[src/rtl/flash_cmd_pkg.sv]
// Shared types and constants for the flash command sequencer.
package flash_cmd_pkg;

  // Host-visible command encoding
  typedef enum logic [1:0] {
    OpProgram     = 2'd0,
    OpSectorErase = 2'd1,
    OpChipErase   = 2'd2,
    OpResetCmd    = 2'd3
  } cmd_op_e;

  // JEDEC command bytes (driven as {c, c} across both lanes)
  localparam logic [7:0] CmdUnlock1 = 8'hAA;
  localparam logic [7:0] CmdUnlock2 = 8'h55;
  localparam logic [7:0] CmdProgram = 8'hA0;
  localparam logic [7:0] CmdErase   = 8'h80;
  localparam logic [7:0] CmdSector  = 8'h30;
  localparam logic [7:0] CmdChip    = 8'h10;
  localparam logic [7:0] CmdReset   = 8'hF0;

  // Unlock word addresses
  localparam logic [11:0] AddrUnlock1 = 12'h555;
  localparam logic [11:0] AddrUnlock2 = 12'h2AA;

  typedef enum logic [1:0] {
    ASelZero,
    ASelUnlock1,
    ASelUnlock2,
    ASelCmd
  } addr_sel_e;

  typedef struct packed {
    addr_sel_e  addr_sel;
    logic [7:0] cmd_byte;
    logic       last;
  } seq_entry_t;

  typedef enum logic [3:0] {
    StIdle,
    StWaitGnt,
    StWrSetup,
    StWrStrobe,
    StWrHold,
    StPollRd,
    StPollGap,
    StDone,
    StFail
  } state_e;

endpackage

[src/rtl/flash_cmd_sequencer_if.sv]
// Command-side handshake between the session register front end and the sequencer.
interface flash_cmd_sequencer_if #(
  parameter int unsigned ADDR_W = 19
) ();
  logic              CMD_VALID;
  logic              CMD_READY;
  logic [1:0]        CMD_OP;
  logic [ADDR_W-1:0] CMD_ADDR;
  logic [15:0]       CMD_DATA;
  logic              BUSY;
  logic              DONE;
  logic              ERR;

  modport master (
    output CMD_VALID, CMD_OP, CMD_ADDR, CMD_DATA,
    input  CMD_READY, BUSY, DONE, ERR
  );

  modport slave (
    input  CMD_VALID, CMD_OP, CMD_ADDR, CMD_DATA,
    output CMD_READY, BUSY, DONE, ERR
  );
endinterface

[src/rtl/flash_seq_rom.sv]
// JEDEC write-cycle table: (op, step) -> address select, command byte, last flag.
module flash_seq_rom import flash_cmd_pkg::*; (
  input  cmd_op_e    op_i,
  input  logic [2:0] step_i,
  output seq_entry_t entry_o
);

  // Table lookup; out-of-range steps read as a terminal entry
  always_comb begin
    entry_o = seq_entry_t'{addr_sel: ASelZero, cmd_byte: CmdReset, last: 1'b1};
    case (op_i)
      OpProgram: begin
        case (step_i)
          3'd0: entry_o = seq_entry_t'{ASelUnlock1, CmdUnlock1, 1'b0};
          3'd1: entry_o = seq_entry_t'{ASelUnlock2, CmdUnlock2, 1'b0};
          3'd2: entry_o = seq_entry_t'{ASelUnlock1, CmdProgram, 1'b0};
          3'd3: entry_o = seq_entry_t'{ASelCmd, 8'h00, 1'b1};
          default: ;
        endcase
      end
      OpSectorErase, OpChipErase: begin
        case (step_i)
          3'd0: entry_o = seq_entry_t'{ASelUnlock1, CmdUnlock1, 1'b0};
          3'd1: entry_o = seq_entry_t'{ASelUnlock2, CmdUnlock2, 1'b0};
          3'd2: entry_o = seq_entry_t'{ASelUnlock1, CmdErase, 1'b0};
          3'd3: entry_o = seq_entry_t'{ASelUnlock1, CmdUnlock1, 1'b0};
          3'd4: entry_o = seq_entry_t'{ASelUnlock2, CmdUnlock2, 1'b0};
          3'd5: entry_o = (op_i == OpSectorErase) ?
                          seq_entry_t'{ASelCmd, CmdSector, 1'b1} :
                          seq_entry_t'{ASelUnlock1, CmdChip, 1'b1};
          default: ;
        endcase
      end
      OpResetCmd: begin
        if (step_i == 3'd0) entry_o = seq_entry_t'{ASelZero, CmdReset, 1'b1};
      end
      default: ;
    endcase
  end

endmodule

[src/rtl/flash_cmd_sequencer.sv]
// Timed JEDEC command sequencer with DQ6/DQ5 toggle polling for the paired Kickstart flashes.
module flash_cmd_sequencer import flash_cmd_pkg::*; #(
  parameter int unsigned ADDR_W = 19,
  parameter int unsigned WE_LOW = 2,
  parameter int unsigned RD_LOW = 2,
  parameter int unsigned TO_W   = 28
) (
  input  logic                 MB_CLK,
  input  logic                 RESET,
  flash_cmd_sequencer_if.slave cmd,
  output logic                 BUS_REQ,
  input  logic                 BUS_GNT,
  output logic [ADDR_W-1:0]    FLASH_A,
  output logic [15:0]          FLASH_DQ_OUT,
  output logic                 FLASH_DQ_OE,
  input  logic [15:0]          FLASH_DQ_IN,
  output logic [1:0]           FLASH_WE_N,
  output logic [1:0]           FLASH_OE_N
);

  localparam int unsigned CntMax = (WE_LOW > RD_LOW) ? WE_LOW : RD_LOW;
  localparam int unsigned CntW   = $clog2(CntMax + 1);

  state_e            state_q;
  cmd_op_e           op_q;
  logic [ADDR_W-1:0] addr_q;
  logic [15:0]       data_q;
  logic [2:0]        step_q;
  logic              last_q;
  logic [CntW-1:0]   cnt_q;
  logic [TO_W-1:0]   to_q;
  logic [1:0]        prev_q;      // {DQ14, DQ6} from the previous poll read
  logic              have_prev_q;
  logic              retry_q;     // DQ5 seen on a toggling lane; one confirming read left
  logic              busy_q, done_q, err_q, bus_req_q, dq_oe_q;
  logic [ADDR_W-1:0] fa_q;
  logic [15:0]       dq_q;
  logic [1:0]        we_n_q, oe_n_q;

  seq_entry_t        rom_entry;
  logic [2:0]        rom_step;
  logic [ADDR_W-1:0] rom_addr;
  logic [15:0]       rom_data;
  logic              tog_hi, tog_lo, toggling, fault;
  logic              sample_now, gnt_lost, to_expired, poll_fail, fail_now;
  logic              unused_dq;

  // In WR_HOLD the table is looked ahead so the next setup loads on the same edge
  assign rom_step = (state_q == StWrHold) ? step_q + 3'd1 : step_q;

  flash_seq_rom u_rom (
    .op_i   (op_q),
    .step_i (rom_step),
    .entry_o(rom_entry)
  );

  // Address and data for the selected write cycle
  always_comb begin
    rom_addr = '0;
    unique case (rom_entry.addr_sel)
      ASelZero:    rom_addr = '0;
      ASelUnlock1: rom_addr = ADDR_W'(AddrUnlock1);
      ASelUnlock2: rom_addr = ADDR_W'(AddrUnlock2);
      ASelCmd:     rom_addr = addr_q;
    endcase
    rom_data = {rom_entry.cmd_byte, rom_entry.cmd_byte};
    if (op_q == OpProgram && rom_entry.addr_sel == ASelCmd) rom_data = data_q;
  end

  // Toggle / fault detection and failure conditions
  always_comb begin
    tog_hi     = FLASH_DQ_IN[14] ^ prev_q[1];
    tog_lo     = FLASH_DQ_IN[6] ^ prev_q[0];
    toggling   = tog_hi | tog_lo;
    fault      = (tog_hi & FLASH_DQ_IN[13]) | (tog_lo & FLASH_DQ_IN[5]);
    sample_now = (state_q == StPollRd) && (cnt_q == '0);
    gnt_lost   = bus_req_q && !BUS_GNT &&
                 (state_q inside {StWrSetup, StWrStrobe, StWrHold, StPollRd, StPollGap});
    to_expired = (state_q inside {StPollRd, StPollGap}) && (&to_q);
    poll_fail  = sample_now && have_prev_q && toggling && retry_q;
    fail_now   = gnt_lost | to_expired | poll_fail;
  end

  assign unused_dq = ^{FLASH_DQ_IN[15], FLASH_DQ_IN[12:7], FLASH_DQ_IN[4:0]};

  // Sequencer FSM with registered outputs; failure conditions override the per-state action
  always_ff @(posedge MB_CLK) begin
    if (RESET) begin
      state_q     <= StIdle;
      op_q        <= OpProgram;
      addr_q      <= '0;
      data_q      <= '0;
      step_q      <= '0;
      last_q      <= 1'b0;
      cnt_q       <= '0;
      to_q        <= '0;
      prev_q      <= '0;
      have_prev_q <= 1'b0;
      retry_q     <= 1'b0;
      busy_q      <= 1'b0;
      done_q      <= 1'b0;
      err_q       <= 1'b0;
      bus_req_q   <= 1'b0;
      dq_oe_q     <= 1'b0;
      fa_q        <= '0;
      dq_q        <= '0;
      we_n_q      <= 2'b11;
      oe_n_q      <= 2'b11;
    end else begin
      done_q <= 1'b0;
      case (state_q)
        StIdle: begin
          if (cmd.CMD_VALID) begin
            op_q      <= cmd_op_e'(cmd.CMD_OP);
            addr_q    <= cmd.CMD_ADDR;
            data_q    <= cmd.CMD_DATA;
            step_q    <= '0;
            err_q     <= 1'b0;
            busy_q    <= 1'b1;
            bus_req_q <= 1'b1;
            state_q   <= StWaitGnt;
          end
        end
        StWaitGnt: begin
          if (BUS_GNT) begin
            fa_q    <= rom_addr;
            dq_q    <= rom_data;
            dq_oe_q <= 1'b1;
            last_q  <= rom_entry.last;
            state_q <= StWrSetup;
          end
        end
        StWrSetup: begin
          we_n_q  <= 2'b00;
          cnt_q   <= CntW'(WE_LOW - 1);
          state_q <= StWrStrobe;
        end
        StWrStrobe: begin
          if (cnt_q == '0) begin
            we_n_q  <= 2'b11;
            state_q <= StWrHold;
          end else begin
            cnt_q <= cnt_q - 1'b1;
          end
        end
        StWrHold: begin
          if (!last_q) begin
            step_q  <= step_q + 3'd1;
            fa_q    <= rom_addr;
            dq_q    <= rom_data;
            last_q  <= rom_entry.last;
            state_q <= StWrSetup;
          end else if (op_q == OpResetCmd) begin
            dq_oe_q   <= 1'b0;
            done_q    <= 1'b1;
            busy_q    <= 1'b0;
            bus_req_q <= 1'b0;
            state_q   <= StDone;
          end else begin
            dq_oe_q     <= 1'b0;
            oe_n_q      <= 2'b00;
            cnt_q       <= CntW'(RD_LOW - 1);
            to_q        <= '0;
            have_prev_q <= 1'b0;
            retry_q     <= 1'b0;
            state_q     <= StPollRd;
          end
        end
        StPollRd: begin
          to_q <= to_q + 1'b1;
          if (!sample_now) begin
            cnt_q <= cnt_q - 1'b1;
          end else begin
            oe_n_q      <= 2'b11;
            prev_q      <= {FLASH_DQ_IN[14], FLASH_DQ_IN[6]};
            have_prev_q <= 1'b1;
            if (have_prev_q && !toggling) begin
              done_q    <= 1'b1;
              busy_q    <= 1'b0;
              bus_req_q <= 1'b0;
              state_q   <= StDone;
            end else begin
              retry_q <= retry_q | (have_prev_q & fault);
              state_q <= StPollGap;
            end
          end
        end
        StPollGap: begin
          to_q    <= to_q + 1'b1;
          oe_n_q  <= 2'b00;
          cnt_q   <= CntW'(RD_LOW - 1);
          state_q <= StPollRd;
        end
        StDone:  state_q <= StIdle;
        StFail:  state_q <= StIdle;
        default: state_q <= StIdle;
      endcase

      if (fail_now) begin
        we_n_q    <= 2'b11;
        oe_n_q    <= 2'b11;
        dq_oe_q   <= 1'b0;
        done_q    <= 1'b0;
        busy_q    <= 1'b0;
        bus_req_q <= 1'b0;
        err_q     <= 1'b1;
        state_q   <= StFail;
      end
    end
  end

  assign cmd.CMD_READY = (state_q == StIdle);
  assign cmd.BUSY      = busy_q;
  assign cmd.DONE      = done_q;
  assign cmd.ERR       = err_q;
  assign BUS_REQ       = bus_req_q;
  assign FLASH_A       = fa_q;
  assign FLASH_DQ_OUT  = dq_q;
  assign FLASH_DQ_OE   = dq_oe_q;
  assign FLASH_WE_N    = we_n_q;
  assign FLASH_OE_N    = oe_n_q;

endmodule

[src/flat_wrapper.sv]
// flat-port wrapper written by rule: the top's interface ports become plain ports
module flash_cmd_sequencer_flat import flash_cmd_pkg::*;
#(
  parameter int unsigned ADDR_W = 19,
  parameter int unsigned WE_LOW = 2,
  parameter int unsigned RD_LOW = 2,
  parameter int unsigned TO_W   = 28
)
  (MB_CLK, RESET, BUS_REQ, BUS_GNT, FLASH_A, FLASH_DQ_OUT, FLASH_DQ_OE, FLASH_DQ_IN, FLASH_WE_N, FLASH_OE_N, cmd_CMD_VALID, cmd_CMD_OP, cmd_CMD_ADDR, cmd_CMD_DATA, cmd_CMD_READY, cmd_BUSY, cmd_DONE, cmd_ERR);
  flash_cmd_sequencer_if #(.ADDR_W(ADDR_W)) cmd_i ();
  input  logic MB_CLK;
  input  logic RESET;
  output logic BUS_REQ;
  input  logic BUS_GNT;
  output logic [ADDR_W-1:0] FLASH_A;
  output logic [15:0] FLASH_DQ_OUT;
  output logic FLASH_DQ_OE;
  input  logic [15:0] FLASH_DQ_IN;
  output logic [1:0] FLASH_WE_N;
  output logic [1:0] FLASH_OE_N;
  input wire logic [$bits(cmd_i.CMD_VALID)-1:0] cmd_CMD_VALID;
  input wire logic [$bits(cmd_i.CMD_OP)-1:0] cmd_CMD_OP;
  input wire logic [$bits(cmd_i.CMD_ADDR)-1:0] cmd_CMD_ADDR;
  input wire logic [$bits(cmd_i.CMD_DATA)-1:0] cmd_CMD_DATA;
  output wire logic [$bits(cmd_i.CMD_READY)-1:0] cmd_CMD_READY;
  output wire logic [$bits(cmd_i.BUSY)-1:0] cmd_BUSY;
  output wire logic [$bits(cmd_i.DONE)-1:0] cmd_DONE;
  output wire logic [$bits(cmd_i.ERR)-1:0] cmd_ERR;
  assign cmd_i.CMD_VALID = cmd_CMD_VALID;
  assign cmd_i.CMD_OP = cmd_CMD_OP;
  assign cmd_i.CMD_ADDR = cmd_CMD_ADDR;
  assign cmd_i.CMD_DATA = cmd_CMD_DATA;
  assign cmd_CMD_READY = cmd_i.CMD_READY;
  assign cmd_BUSY = cmd_i.BUSY;
  assign cmd_DONE = cmd_i.DONE;
  assign cmd_ERR = cmd_i.ERR;
  flash_cmd_sequencer #(.ADDR_W(ADDR_W), .WE_LOW(WE_LOW), .RD_LOW(RD_LOW), .TO_W(TO_W)) u_core (.MB_CLK(MB_CLK), .RESET(RESET), .cmd(cmd_i), .BUS_REQ(BUS_REQ), .BUS_GNT(BUS_GNT), .FLASH_A(FLASH_A), .FLASH_DQ_OUT(FLASH_DQ_OUT), .FLASH_DQ_OE(FLASH_DQ_OE), .FLASH_DQ_IN(FLASH_DQ_IN), .FLASH_WE_N(FLASH_WE_N), .FLASH_OE_N(FLASH_OE_N));
endmodule
[config.mk]
export PLATFORM = sky130hd
export DESIGN_NAME = flash_cmd_sequencer_flat
export DESIGN_NICKNAME = d
export VERILOG_FILES = /design/src/rtl/flash_cmd_pkg.sv /design/src/rtl/flash_cmd_sequencer_if.sv /design/src/rtl/flash_seq_rom.sv /design/src/rtl/flash_cmd_sequencer.sv /design/src/flat_wrapper.sv
export SDC_FILE = /design/constraint.sdc
export NUM_CORES = 1
export LEC_CHECK = 0
export BUFFER_PORTS_ARGS = -buffer_cell sky130_fd_sc_hd__buf_4
export CORE_ASPECT_RATIO = 0.7
export CORE_MARGIN = 2
export CORE_UTILIZATION = 35
export DETAILED_ROUTE_END_ITERATION = 12
export GPL_TIMING_DRIVEN = 0
export PLACE_DENSITY_LB_ADDON = 0.25
export SYNTH_ARGS = -nofsm -noshare
export SYNTH_HDL_FRONTEND = slang
export SYNTH_SLANG_ARGS = --single-unit
[constraint.sdc]
create_clock -name MB_CLK -period 3.1 [get_ports MB_CLK]
set_clock_uncertainty 0.05 [all_clocks]
set_input_delay 0.62 -clock MB_CLK [delete_from_list [all_inputs] [get_ports MB_CLK]]
set_output_delay 0.62 -clock MB_CLK [all_outputs]
set_load 0.02 [all_outputs]
==> flow_metrics.py <==
metrics = {
    "timing": {
        "slew_violations": 0,
        "setup_slack_ns": 0.0779,
        "hold_viol": 0,
        "min_period_over_period_pct": 97.5,
        "fin_crit_ns": 3.02,
        "rsz0062_at_grt": "false",
        "max_freq_mhz": 331,
        "worst_pin_slew_ns": 0.959,
        "setup_viol": 0,
        "max-slew-margin-rel_pct": 35.2,
    },
    "setup_path": {
        "crit_fanout": 8,
        "path_class": "flop to flop",
        "worst-path-stages": 8,
        "r2r-start": "u_core.state_q[1]$_SDFFE_PP0P_",
        "worstPathRequired_ns": 3.36,
        "critical-path-top-delay-family": "simple AND/OR/NAND/NOR gates",
        "critPathCaptureType": "flop",
        "path_buf_inv": 1,
        "cp_slowest_cell": "or4b_4",
        "reg2regPathDepth": 8,
        "reg2reg_to": "u_core.FLASH_DQ_OUT[7]$_SDFFE_PP0P_",
        "path_cells": "or4b_4 > inv_8 > ha_4 > or4_4 > a21o_4 > a2111o_1 > a21oi_2 > nor3_2",
        "r2r_slack_ns": 0.08,
        "critical-path-max-stage-delay_ns": 0.56,
        "worst_setup_path_start_kind": "flop",
        "critical_path_arrival_ns": 3.28,
    },
    "clock_tree": {
        "hold_buffers": 0,
        "cts_made_buffers": 17,
        "htree_num_levels": 4,
        "cts_tree": "built",
        "clkTransAtPathRegs_ns": 0.06,
        "cts.path.max_buffers": 2,
        "worstSkewPairLatency_ns": 0.42,
        "clock-sinks": 120,
        "clock-root-buffer": "clkbuf_16",
    },
    "route": {
        "antenna_left": 0,
        "drt_wl_total_mm": 15.8,
        "dr.pass1.iters": 5,
        "vias_per_cell": 5.10,
        "wl_per_cell_um": 15.6,
        "vias": 5158,
        "drc": 0,
        "drt_iter0_drc": 430,
    },
    "yosys": {
        "synth-edff-count": 0,
        "ys_ff_latch": 120,
        "ys_seq_area_share_pct": 43.6,
        "postSynthAreaPerCell_um2": 8.03,
        "ys_warn_count": 0,
        "syn_area_um2": 5510,
        "syn-num-nets": 751,
        "synth_ff_type": "dfxtp_1",
        "synth-async-reset-ratio_pct": 0,
        "synth_cells": 686,
        "ys_types": 62,
    },
    "worst_hold_path": {
        "hold_depth": 3,
        "hold_class": "primary input to flop",
        "min_delay_worst_endpoint": "u_core.addr_q[14]$_SDFFE_PP0P_",
        "hold_start": "cmd_CMD_ADDR[14]",
    },
    "placement": {
        "gp_congestion": 0.857,
        "port_buffers": 88,
        "placed_cells": 974,
        "dp_hpwl_mm": 11.1,
        "dp_slack_ns": -0.222,
    },
    "global_routing": {
        "grt_pass1_vias": 4676,
        "grt_overflow_total": 0,
        "grt_pass1_wl_mm": 24.6,
        "grt_max_degree": 17,
        "antenna_found_initial": 0,
        "grt_use_total_pct": 19.0,
    },
    "cells_and_area": {
        "layout.cells.non_filler": 1012,
        "n_antenna_cell": 0,
        "final_common_cell": "dfxtp_1",
        "final_cell_mix": "dfxtp_1 (119), nand2_1 (118), buf_4 (98), a21oi_1 (77), nor2_1 (62)",
        "syn2layout_area_growth_pct": 28.9,
        "fin_nets": 864,
        "layout-drive-gt1-share_pct": 19.7,
    },
    "floorplan": {
        "die-width_um": 154,
        "ios": 102,
        "core_um2": 15500,
        "core.rowCount": 38,
        "initial_core_util_pct": 35.6,
        "die-area_um2": 16800,
        "die_h_um": 109,
    },
    "power": {
        "power_mw": 4.20,
        "ir_drop_mv": 0.331,
        "powerDensity_nw_per_um2": 592,
        "p_leak_nw": 2.77,
    },
    "flow_run": {
        "max-cap-violations": 0,
    },
    "status": {
        "status": "finished, final reports clean",
    },
}
## flip-flops by register name (all words and copies together) (netlist names)
signal,flops
u_core.prev_q,2
u_core.cnt_q,2
u_core.cmd.BUSY,1
u_core.addr_q,19
u_core.step_q,3
u_core.have_prev_q,1
u_core.op_q,2
u_core.state_q,4
u_core.FLASH_WE_N,1
u_core.FLASH_OE_N,1
u_core.data_q,16
u_core.retry_q,1
u_core.cmd.ERR,1
u_core.FLASH_DQ_OE,1
u_core.to_q,28
u_core.last_q,1
u_core.cmd.DONE,1
u_core.FLASH_A,19
u_core.FLASH_DQ_OUT,16
## layout make-up
class                           instances  area (um2)
Clock inverter                         15         129
Sequential cell                       120        2400
Buffer                                 48         211
Multi-Input combinational cell        505        2910
Timing Repair Buffer                   96         724
Inverter                               11        48.8
Clock buffer                           17         425
Tap cell                              200         250
Fill cell                            1532        8350
## per-layer routing
layer	global-route usage [%]	up-vias	share of wire [%]
met4	4.87	0	0.89
met5	0	-	0
met1	28.3	2403	52
met2	26.7	121	41
li1	-	2621	-
met3	5.17	13	5.6
## metrics by stage
step | utilization [%] | cell area, um2 | hold slack (ns) | setup TNS (ns)
finish | 45.9 | 7100 | 0.397 | 0
global route | 45.9 | 7100 | 0.389 | 0
CTS | 45.6 | 7050 | 0.383 | 0
detailed placement | 41.5 | 6420 | 0.396 | -5.18
global placement | 41.5 | 6420 | 0.393 | -5.36
floorplan | - | 5510 | 0.382 | 0
## power breakdown
part | internal [mW] | total (mW) | switching (mW)
Combinational | 0.241 | 0.654 | 0.413
Clock | 1.05 | 1.86 | 0.809
Sequential | 1.63 | 1.69 | 0.0576
## cells by family (layout without fill, tap and decap cells)
family | count (synthesis) | in the layout | share of synthesized area, %
xor+xnor | 30 | 30 | 4.77
flops | 120 | 120 | 43.6
buf+inv | 61 | 187 | 4.61
mux | 10 | 10 | 1.89
simple gates | 291 | 291 | 24.9
compound gates | 166 | 166 | 18.4
fa+ha+maj | 8 | 8 | 1.82
## repair_timing
action / 4_1_cts / 5_1_grt
endpoints found under the setup margin: 31 / 30
resized for setup: 15 / 5
buffers inserted: 1 / 5
cloned: 2 / 0
pin swaps: 4 / 6
## synthesized netlist by cell type, types with 10 or more instances
library cell  instances  share of area, %
inv_1                10              0.68
o21ai_0              31               2.8
nand3_1              23               2.1
nand2_1             118               8.0
clkbuf_1             42               2.9
dfxtp_1             120                44
o211ai_1             14               1.9
nor2_1               62               4.2
xor2_1               27               4.3
and3_1               11               1.2
a21oi_1              79               7.2
nand4_1              13               1.5
nor3_1               16               1.5
## worst max-delay path by stage
stage | startpoint | end | slack (ns)
after floorplan | u_core.state_q[1]$_SDFFE_PP0P_ | u_core.FLASH_DQ_OUT[13]$_SDFFE_PP0P_ | 0.09
after global placement | u_core.state_q[1]$_SDFFE_PP0P_ | u_core.FLASH_A[18]$_SDFFE_PP0P_ | -0.23
after detailed placement | u_core.state_q[1]$_SDFFE_PP0P_ | u_core.FLASH_A[16]$_SDFFE_PP0P_ | -0.22
after CTS | u_core.state_q[1]$_SDFFE_PP0P_ | u_core.FLASH_DQ_OUT[7]$_SDFFE_PP0P_ | 0.05
after global routing | u_core.state_q[1]$_SDFFE_PP0P_ | u_core.FLASH_DQ_OUT[7]$_SDFFE_PP0P_ | 0.002
final | u_core.state_q[1]$_SDFFE_PP0P_ | u_core.FLASH_DQ_OUT[7]$_SDFFE_PP0P_ | 0.08
## worst reg2reg max path, delay by kind of cell (launching register included)
kind	cells	cell delay [ns]
adder cells (fa/ha/maj)	1	0.20
AO/OA/AOI/OAI	3	0.99
flip-flops	1	0.40
AND/OR/NAND/NOR	3	1.18
buffers and inverters	1	0.08
(Power assumes the default switching activity.)
